[src/rtl/ps2_host_tx_if.sv]
// Host-transmit handshake and PS/2 open-drain line signals for ps2_host_tx.
// slave is the transmitter's view; master is the view of whatever drives it.
interface ps2_host_tx_if;
    logic [7:0] tx_data;
    logic       tx_start;
    logic       tx_busy;
    logic       tx_done;
    logic       tx_err;
    logic       ps2_clk_in;
    logic       ps2_data_in;
    logic       ps2_clk_oe;
    logic       ps2_data_oe;

    modport master (
        output tx_data, tx_start, ps2_clk_in, ps2_data_in,
        input  tx_busy, tx_done, tx_err, ps2_clk_oe, ps2_data_oe
    );

    modport slave (
        input  tx_data, tx_start, ps2_clk_in, ps2_data_in,
        output tx_busy, tx_done, tx_err, ps2_clk_oe, ps2_data_oe
    );
endinterface

[src/rtl/ps2_host_tx.sv]
// PS/2 host-to-device transmitter: inhibit, request-to-send, device-clocked shift of
// {stop, odd parity, data}, then ACK check, with a watchdog over the device-clocked phase.
module ps2_host_tx #(
    parameter int unsigned INHIBIT_CYCLES = 5000,
    parameter int unsigned TIMEOUT_CYCLES = 750000
) (
    input  logic         clk,
    input  logic         reset,
    ps2_host_tx_if.slave bus
);
    localparam int unsigned IW = $clog2(INHIBIT_CYCLES + 1);
    localparam int unsigned WW = $clog2(TIMEOUT_CYCLES + 1);

    typedef enum logic [2:0] {
        S_IDLE,
        S_INHIBIT,
        S_RTS,
        S_SHIFT,
        S_ACK,
        S_WAIT_IDLE
    } state_t;

    state_t        state, state_n;
    logic [IW-1:0] inh_cnt, inh_cnt_n;
    logic [WW-1:0] wd_cnt, wd_cnt_n;
    logic [3:0]    bit_cnt, bit_cnt_n;
    logic [9:0]    frame, frame_n;
    logic          clk_oe, clk_oe_n;
    logic          data_oe, data_oe_n;
    logic          busy, busy_n;
    logic          done, done_n;
    logic          err, err_n;

    logic [1:0]    clk_sync, data_sync;
    logic          clk_prev;
    logic          sync_clk, sync_data, fall;

    assign sync_clk  = clk_sync[1];
    assign sync_data = data_sync[1];
    assign fall      = clk_prev & ~sync_clk;

    // Synchronisers reset to the idle-high line level so no false fall follows reset.
    always_ff @(posedge clk or negedge reset) begin
        if (!reset) begin
            clk_sync  <= '1;
            data_sync <= '1;
            clk_prev  <= 1'b1;
        end else begin
            clk_sync  <= {clk_sync[0], bus.ps2_clk_in};
            data_sync <= {data_sync[0], bus.ps2_data_in};
            clk_prev  <= sync_clk;
        end
    end

    always_ff @(posedge clk or negedge reset) begin
        if (!reset) begin
            state   <= S_IDLE;
            inh_cnt <= '0;
            wd_cnt  <= '0;
            bit_cnt <= '0;
            frame   <= '0;
            clk_oe  <= 1'b0;
            data_oe <= 1'b0;
            busy    <= 1'b0;
            done    <= 1'b0;
            err     <= 1'b0;
        end else begin
            state   <= state_n;
            inh_cnt <= inh_cnt_n;
            wd_cnt  <= wd_cnt_n;
            bit_cnt <= bit_cnt_n;
            frame   <= frame_n;
            clk_oe  <= clk_oe_n;
            data_oe <= data_oe_n;
            busy    <= busy_n;
            done    <= done_n;
            err     <= err_n;
        end
    end

    always_comb begin
        state_n   = state;
        inh_cnt_n = inh_cnt;
        wd_cnt_n  = wd_cnt;
        bit_cnt_n = bit_cnt;
        frame_n   = frame;
        clk_oe_n  = clk_oe;
        data_oe_n = data_oe;
        done_n    = 1'b0;
        err_n     = 1'b0;

        case (state)
            S_IDLE: begin
                clk_oe_n  = 1'b0;
                data_oe_n = 1'b0;
                if (bus.tx_start) begin
                    frame_n   = {1'b1, ~^bus.tx_data, bus.tx_data};
                    inh_cnt_n = '0;
                    clk_oe_n  = 1'b1;
                    state_n   = S_INHIBIT;
                end
            end
            S_INHIBIT: begin
                clk_oe_n  = 1'b1;
                data_oe_n = 1'b0;
                if (inh_cnt == IW'(INHIBIT_CYCLES - 1)) begin
                    data_oe_n = 1'b1;
                    state_n   = S_RTS;
                end else begin
                    inh_cnt_n = inh_cnt + 1'b1;
                end
            end
            S_RTS: begin
                clk_oe_n  = 1'b0;
                wd_cnt_n  = '0;
                bit_cnt_n = '0;
                state_n   = S_SHIFT;
            end
            S_SHIFT: begin
                // Output the next frame bit on each device falling edge; data_oe holds between falls.
                if (fall) begin
                    data_oe_n = ~frame[0];
                    frame_n   = {1'b0, frame[9:1]};
                    bit_cnt_n = bit_cnt + 1'b1;
                    if (bit_cnt == 4'd9)
                        state_n = S_ACK;
                end
            end
            S_ACK: begin
                data_oe_n = 1'b0;
                if (fall) begin
                    if (sync_data) begin
                        err_n   = 1'b1;
                        state_n = S_IDLE;
                    end else begin
                        state_n = S_WAIT_IDLE;
                    end
                end
            end
            S_WAIT_IDLE: begin
                if (sync_clk && sync_data) begin
                    done_n  = 1'b1;
                    state_n = S_IDLE;
                end
            end
            default: state_n = S_IDLE;
        endcase

        // Watchdog abort only applies when the state logic is not already returning to idle.
        if (state inside {S_SHIFT, S_ACK, S_WAIT_IDLE}) begin
            wd_cnt_n = wd_cnt + 1'b1;
            if (wd_cnt == WW'(TIMEOUT_CYCLES - 1) && state_n != S_IDLE) begin
                state_n   = S_IDLE;
                err_n     = 1'b1;
                clk_oe_n  = 1'b0;
                data_oe_n = 1'b0;
            end
        end

        busy_n = (state_n != S_IDLE);
    end

    assign bus.tx_busy     = busy;
    assign bus.tx_done     = done;
    assign bus.tx_err      = err;
    assign bus.ps2_clk_oe  = clk_oe;
    assign bus.ps2_data_oe = data_oe;
endmodule

[src/flat_wrapper.sv]
// flat-port wrapper written by rule: the top's interface ports become plain ports
module ps2_host_tx_flat 
#(
    parameter int unsigned INHIBIT_CYCLES = 5000,
    parameter int unsigned TIMEOUT_CYCLES = 750000
)
  (clk, reset, bus_tx_data, bus_tx_start, bus_ps2_clk_in, bus_ps2_data_in, bus_tx_busy, bus_tx_done, bus_tx_err, bus_ps2_clk_oe, bus_ps2_data_oe);
  ps2_host_tx_if bus_i ();
  input  logic clk;
  input  logic reset;
  input wire logic [$bits(bus_i.tx_data)-1:0] bus_tx_data;
  input wire logic [$bits(bus_i.tx_start)-1:0] bus_tx_start;
  input wire logic [$bits(bus_i.ps2_clk_in)-1:0] bus_ps2_clk_in;
  input wire logic [$bits(bus_i.ps2_data_in)-1:0] bus_ps2_data_in;
  output wire logic [$bits(bus_i.tx_busy)-1:0] bus_tx_busy;
  output wire logic [$bits(bus_i.tx_done)-1:0] bus_tx_done;
  output wire logic [$bits(bus_i.tx_err)-1:0] bus_tx_err;
  output wire logic [$bits(bus_i.ps2_clk_oe)-1:0] bus_ps2_clk_oe;
  output wire logic [$bits(bus_i.ps2_data_oe)-1:0] bus_ps2_data_oe;
  assign bus_i.tx_data = bus_tx_data;
  assign bus_i.tx_start = bus_tx_start;
  assign bus_i.ps2_clk_in = bus_ps2_clk_in;
  assign bus_i.ps2_data_in = bus_ps2_data_in;
  assign bus_tx_busy = bus_i.tx_busy;
  assign bus_tx_done = bus_i.tx_done;
  assign bus_tx_err = bus_i.tx_err;
  assign bus_ps2_clk_oe = bus_i.ps2_clk_oe;
  assign bus_ps2_data_oe = bus_i.ps2_data_oe;
  ps2_host_tx #(.INHIBIT_CYCLES(INHIBIT_CYCLES), .TIMEOUT_CYCLES(TIMEOUT_CYCLES)) u_core (.clk(clk), .reset(reset), .bus(bus_i));
endmodule
[config.mk]
export PLATFORM = sky130hd
export DESIGN_NAME = ps2_host_tx_flat
export DESIGN_NICKNAME = d
export VERILOG_FILES = /design/src/rtl/ps2_host_tx_if.sv /design/src/rtl/ps2_host_tx.sv /design/src/flat_wrapper.sv
export SDC_FILE = /design/constraint.sdc
export NUM_CORES = 1
export LEC_CHECK = 0
export BUFFER_PORTS_ARGS = -buffer_cell sky130_fd_sc_hd__buf_2
export CORE_ASPECT_RATIO = 0.6
export CORE_MARGIN = 3
export CORE_UTILIZATION = 61
export DETAILED_ROUTE_END_ITERATION = 12
export PLACE_DENSITY = 0.8
export SLEW_MARGIN = 20
export SYNTH_ARGS = -nofsm -noshare
export SYNTH_HDL_FRONTEND = slang
export SYNTH_SLANG_ARGS = --single-unit
[constraint.sdc]
create_clock -name clk -period 2.7 [get_ports clk]
set_input_delay 0.135 -clock clk [delete_from_list [all_inputs] [get_ports clk]]
set_output_delay 0.135 -clock clk [all_outputs]
set_load 0.03 [all_outputs]
# After elaboration in Yosys (flattened, before gate mapping)
# Cells that the tools add are included.
# op_classes
n_addsub,3
n_eq_ne,11
n_mux,36
bitwise,3
n_reduce_logical,15
# ops
cell,n
20-bit two-way mux,2
3-bit two-way mux,9
13-bit two-way mux,2
13-bit one-hot mux with 2 select lines,1
"20-bit by 1-bit adder with 20-bit output, second input constant",1
"20-bit equality test, second input constant",1
10-bit two-way mux,2
10-bit one-hot mux with 2 select lines,1
3-bit one-hot mux with 6 select lines,1
1-bit two-way mux,14
"13-bit by 1-bit adder with 13-bit output, second input constant",1
"13-bit equality test, second input constant",1
3-bit nonzero test,3
4-bit one-hot mux with 2 select lines,1
2-bit nonzero test,4
8-bit XNOR reduction,1
"3-bit by 2-bit equality test with 1-bit output, second input constant",2
"3-bit equality test, second input constant",2
1-bit one-hot mux with 3 select lines,2
3-bit AND reduction,2
"4-bit by 1-bit adder with 4-bit output, second input constant",1
"4-bit equality test, second input constant",1
4-bit two-way mux,1
"2-bit != test, second input constant",2
other kinds (8),10
# totals
ff_bits,60
input_bits,13
out_inout_bits,5
elab_cells,81

# Logic depth before layout (Yosys ltp)
# logic_depth
word_depth,9
mapped_depth,7
ltp_nobuf,5

# Least setup slack after synthesis
# No wires, ideal clock.
# synth_timing
kind,register to register
from,register u_core.inh_cnt[6]
to,register u_core.inh_cnt[1]
setup_ns,0.131
t_arrival_ns,1.791
t_required_ns,2.569
path_slack_ns,0.778
path_stages_with_launch,5
path_buffers,0
period_less_slack_ns,1.922
path_cell_list,dfrtp_1 > or4b_1 > or4_1 > a21oi_1 > o21ai_0
# synth_between
elab_chain_cells,3
# synth_lines
element,line,rtl
"start, declared",ps2_host_tx.sv:24,"logic [IW-1:0] inh_cnt, inh_cnt_n;"
"start signal, assigned",ps2_host_tx.sv:69,inh_cnt <= inh_cnt_n;
13-bit equality test,ps2_host_tx.sv:106,if (inh_cnt == IW'(INHIBIT_CYCLES - 1)) begin
2-bit != test (no source line),--,
3-bit AND reduction (no source line),--,
# No other way between the ends.
# A chain may end at the register's enable or synchronous reset.

# Worst setup path in the final report
# layout_timing
from,register u_core.inh_cnt[5]
to,register u_core.inh_cnt[1]
# Same word-level chain as after synthesis.

==> run_summary.xml <==
<?xml version="1.0" encoding="UTF-8"?>
<metrics>
  <group name="pwr">
    <metric name="net-switching-power" unit="mW">0.689</metric>
    <metric name="power.clock.fraction" unit="%">35.0</metric>
    <metric name="comb_power_share" unit="%">16.3</metric>
    <metric name="pwr-share-seq" unit="%">48.7</metric>
    <metric name="power.switching_fraction" unit="%">29.3</metric>
    <metric name="worst_ir_drop_vdd" unit="uV">456</metric>
    <metric name="power.static_leakage" unit="nW">1.59</metric>
    <metric name="cellPowerDensity" unit="mW/mm^2">647</metric>
    <metric name="internal_power" unit="mW">1.66</metric>
  </group>
  <group name="sta">
    <metric name="timing.setup.tns" unit="ns">0</metric>
    <metric name="hold_violations" unit="">0</metric>
    <metric name="fraction_of_the_cycle_the_final_worst_path_needs" unit="%">78.0</metric>
    <metric name="final.setup.worst_slack" unit="ns">0.593</metric>
    <metric name="period_minus_slack" unit="ns">2.11</metric>
    <metric name="final-max-slew-violation-count" unit="">0</metric>
    <metric name="timing.max_slew.rel_slack" unit="%">48.9</metric>
    <metric name="setup_viol" unit="">0</metric>
    <metric name="worst_clock_skew" unit="ns">0.00477</metric>
    <metric name="fmaxAchievable" unit="GHz">0.475</metric>
    <metric name="worstMarginPinSlew" unit="ns">0.767</metric>
    <metric name="rsz_0062_raised_after_global_routing" unit="">no</metric>
  </group>
  <group name="layout">
    <metric name="fillCellCount" unit="">361</metric>
    <metric name="leading_cell_type_in_the_layout_fill_and_taps_excluded" unit="">sky130_fd_sc_hd__dfrtp_1</metric>
    <metric name="post_route_cells_drive_above_1_share" unit="%">15.2</metric>
    <metric name="area_growth_syn_to_layout" unit="%">12.0</metric>
    <metric name="layout_common_cells" unit="">55 x sky130_fd_sc_hd__dfrtp_1, 51 x sky130_fd_sc_hd__nand2_1, 26 x sky130_fd_sc_hd__nor2_1, 20 x sky130_fd_sc_hd__nand3_1</metric>
    <metric name="final-seq-area" unit="mm^2">0.00151</metric>
    <metric name="diodes" unit="">0</metric>
    <metric name="fin_nets" unit="">388</metric>
    <metric name="multi_input_comb_area" unit="mm^2">0.00164</metric>
  </group>
  <group name="run_status">
    <metric name="run_status" unit="">completed</metric>
  </group>
  <group name="floorplan">
    <metric name="fp.dieArea" unit="mm^2">0.00625</metric>
    <metric name="die_width" unit="um">100</metric>
    <metric name="initial_core_util" unit="%">66.8</metric>
    <metric name="ioPinCount" unit="">18</metric>
    <metric name="die-height" unit="um">62.5</metric>
    <metric name="core.rowCount" unit="">19</metric>
    <metric name="core_area" unit="mm^2">0.00485</metric>
  </group>
  <group name="detailed_routing">
    <metric name="route.antenna.remaining_nets" unit="">0</metric>
    <metric name="via_count" unit="">2709</metric>
    <metric name="route.detailed.vias_per_inst" unit="">6.17</metric>
    <metric name="drt-initial-drc-count" unit="">248</metric>
    <metric name="wl_per_cell" unit="um">16.5</metric>
    <metric name="detail_route.drc_violations" unit="">0</metric>
    <metric name="total_wirelength" unit="um">7230</metric>
    <metric name="dr.pass1.iters" unit="">5</metric>
  </group>
  <group name="synth">
    <metric name="ys_types" unit="">54</metric>
    <metric name="syn_inst" unit="">348</metric>
    <metric name="synth.top_cell.area_share" unit="%">42.5</metric>
    <metric name="yosys_warnings" unit="">0</metric>
    <metric name="synth-edff-count" unit="">0</metric>
    <metric name="post_synth_instance_area" unit="mm^2">0.00324</metric>
    <metric name="synth_seq_cells" unit="">60</metric>
    <metric name="yosys_most_used_dff" unit="">sky130_fd_sc_hd__dfrtp_1</metric>
    <metric name="synth-seq-area-share" unit="%">46.5</metric>
    <metric name="top_post_synthesis_cells_by_area" unit="">sky130_fd_sc_hd__dfrtp_1 42%, sky130_fd_sc_hd__nand2_1 5.9%, sky130_fd_sc_hd__mux2i_1 4.3%</metric>
    <metric name="synth_top_area_cell" unit="">sky130_fd_sc_hd__dfrtp_1</metric>
    <metric name="asyncSetResetFlopFracSynth" unit="%">100</metric>
    <metric name="mappedNetlistNets" unit="">365</metric>
    <metric name="syn-mean-instance-area" unit="um^2">9.32</metric>
  </group>
  <group name="global_routing">
    <metric name="antenna_found_initial" unit="">0</metric>
    <metric name="grt_pass1_wl" unit="um">12300</metric>
    <metric name="grt_remaining_overflow" unit="">0</metric>
    <metric name="maximum_number_of_pins_on_one_net_before_global_route_repair" unit="">61</metric>
    <metric name="total_global_route_track_usage" unit="%">25.1</metric>
    <metric name="grt_pass1_vias" unit="">2469</metric>
  </group>
  <group name="worst_setup_path">
    <metric name="reg2reg_slack" unit="ns">0.59</metric>
    <metric name="timing.critical_path.to_type" unit="">flop</metric>
    <metric name="crit_arrival" unit="ns">2.33</metric>
    <metric name="cp_data_required_time" unit="ns">2.92</metric>
    <metric name="path_class" unit="">flop to flop</metric>
    <metric name="cp_cell_sequence" unit="">or4b_1 -&gt; or4_1 -&gt; a21oi_1 -&gt; o21ai_0</metric>
    <metric name="crit_fanout" unit="">5</metric>
    <metric name="max_stage_delay" unit="ns">0.58</metric>
    <metric name="critical-path-slowest-cell" unit="">sky130_fd_sc_hd__or4b_1</metric>
    <metric name="critPathLaunchType" unit="">flop</metric>
    <metric name="cp.buffers_inverters" unit="">0</metric>
    <metric name="cpLargestDelayFamily" unit="">simple AND/OR/NAND/NOR gates</metric>
  </group>
  <group name="clocking">
    <metric name="worstSkewPairLatency" unit="ns">0.34</metric>
    <metric name="htree_num_levels" unit="">3</metric>
    <metric name="tritoncts" unit="">done</metric>
    <metric name="clkTransAtPathRegs" unit="ns">0.07</metric>
    <metric name="cts_max_path_buffers" unit="">2</metric>
    <metric name="cts_num_sinks" unit="">60</metric>
    <metric name="clock_tree.root_cell" unit="">sky130_fd_sc_hd__clkbuf_8</metric>
    <metric name="cts_resized" unit="">0</metric>
    <metric name="cts_buffers" unit="">9</metric>
  </group>
  <group name="flow_run">
    <metric name="maxCapViolations" unit="">0</metric>
  </group>
  <group name="placed_design">
    <metric name="place_congestion" unit="">0.919</metric>
    <metric name="place_ws" unit="ns">0.598</metric>
    <metric name="portBuffers" unit="">17</metric>
    <metric name="hpwlAfterDp" unit="um">5120</metric>
  </group>
  <group name="min_path">
    <metric name="hold_class" unit="">primary input to flop</metric>
  </group>
</metrics>
[cell type report]
cell class / count / share of cell area [%]
clock buffer: 11 / 4.17
clock inverter: 5 / 1.38
inverter: 6 / 0.620
multi-input combinational: 266 / 45.3
sequential: 60 / 41.5
tap: 63 / 2.17
timing repair buffer: 28 / 4.83
[registers in the layout, summed over array words and instances (netlist names), 2 cells and up]
register / flops
u_core.bit_cnt: 4
u_core.wd_cnt: 20
u_core.frame: 10
u_core.state: 3
u_core.data_sync: 2
u_core.inh_cnt: 13
u_core.clk_sync: 2
[worst register-to-register path, cell delays in order (launching register included)]
cell,delay [ns]
sky130_fd_sc_hd__dfrtp_1,0.41
sky130_fd_sc_hd__or4b_1,0.58
sky130_fd_sc_hd__or4_1,0.58
sky130_fd_sc_hd__a21oi_1,0.28
sky130_fd_sc_hd__o21ai_0,0.13
[Yosys cell counts (4+ instances only)]
master / instances
sky130_fd_sc_hd__nor2_1: 26
sky130_fd_sc_hd__a21oi_1: 17
sky130_fd_sc_hd__a211oi_1: 10
sky130_fd_sc_hd__a21o_1: 4
sky130_fd_sc_hd__nand2_1: 51
sky130_fd_sc_hd__clkbuf_1: 10
sky130_fd_sc_hd__a31oi_1: 8
sky130_fd_sc_hd__nand2b_1: 4
sky130_fd_sc_hd__and4_1: 4
sky130_fd_sc_hd__dfstp_2: 5
sky130_fd_sc_hd__nand3_1: 20
sky130_fd_sc_hd__dfrtp_1: 55
sky130_fd_sc_hd__nand4_1: 5
sky130_fd_sc_hd__nor2b_1: 6
sky130_fd_sc_hd__ha_1: 4
sky130_fd_sc_hd__nor4b_1: 4
sky130_fd_sc_hd__o21ai_0: 13
sky130_fd_sc_hd__nor4_1: 5
sky130_fd_sc_hd__mux2i_1: 14
sky130_fd_sc_hd__and3_1: 9
sky130_fd_sc_hd__nor3_1: 7
sky130_fd_sc_hd__xor2_1: 4
sky130_fd_sc_hd__inv_1: 6
sky130_fd_sc_hd__xnor2_1: 10
[metal layers]
layer	track usage (%)	wire, um	up-vias
li1	-	-	1314
met1	38.6	3640	1284
met2	34.4	3000	97
met3	8.25	504	14
met4	5.38	86	0
met5	0	0	-
[through the flow]
| step | hold slack, ns | power [mW] | utilization (%) | std cells | area [um^2] |
|---|---|---|---|---|---|
| 2_1_floorplan | -0.161 | 1.41 | - | 348 | 3240 |
| 3_3_place_gp | 0.240 | 1.51 | 70.1 | 420 | 3400 |
| 3_5_place_dp | 0.243 | 1.53 | 70.1 | 420 | 3400 |
| 4_1_cts | 0.0502 | 2.36 | 74.8 | 439 | 3630 |
| 5_1_grt | 0.0583 | 2.48 | 74.8 | 439 | 3630 |
| 6_report | 0.0672 | 2.35 | 74.8 | 439 | 3630 |
[worst paths after layout]
kind | start | end | depth (start not counted)
max in group asynchronous | reset | u_core.wd_cnt[9] | 3
min reg2reg | u_core.data_sync[0] | u_core.data_sync[1] | 0
max reg2reg | u_core.inh_cnt[5] | u_core.inh_cnt[1] | 4
min | bus_tx_data[2] | u_core.frame[2] | 3
min in group asynchronous | reset | u_core.bit_cnt[0] | 3
max | u_core.inh_cnt[5] | u_core.inh_cnt[1] | 4
[power by group through the flow]
stage	logic, mW	clock network [mW]	registers (mW)
2_1_floorplan	0.287	0	1.12
3_3_place_gp	0.362	0	1.15
3_5_place_dp	0.379	0	1.16
4_1_cts	0.385	0.831	1.14
5_1_grt	0.441	0.875	1.16
6_report	0.384	0.821	1.14
[cells by family (layout without fill, tap and decap cells)]
group / count (synthesis) / count (layout) / synth area share [%]
AOI/OAI and AO/OA: 70 / 70 / 14.1
xor gates and xnor gates: 14 / 14 / 3.78
adders and majority gates: 4 / 4 / 1.54
buffers and inverters: 22 / 50 / 2.78
DFF: 60 / 60 / 46.5
muxes: 14 / 14 / 4.32
and+or+nand+nor: 164 / 164 / 26.9
[repair_timing]
item / in CTS / in global routing
hold endpoints to repair: 57 / 0
hold buffers: 3 / 0
buffers inserted: 0 / 0
No activity file was read; power rests on OpenSTA's default activity.
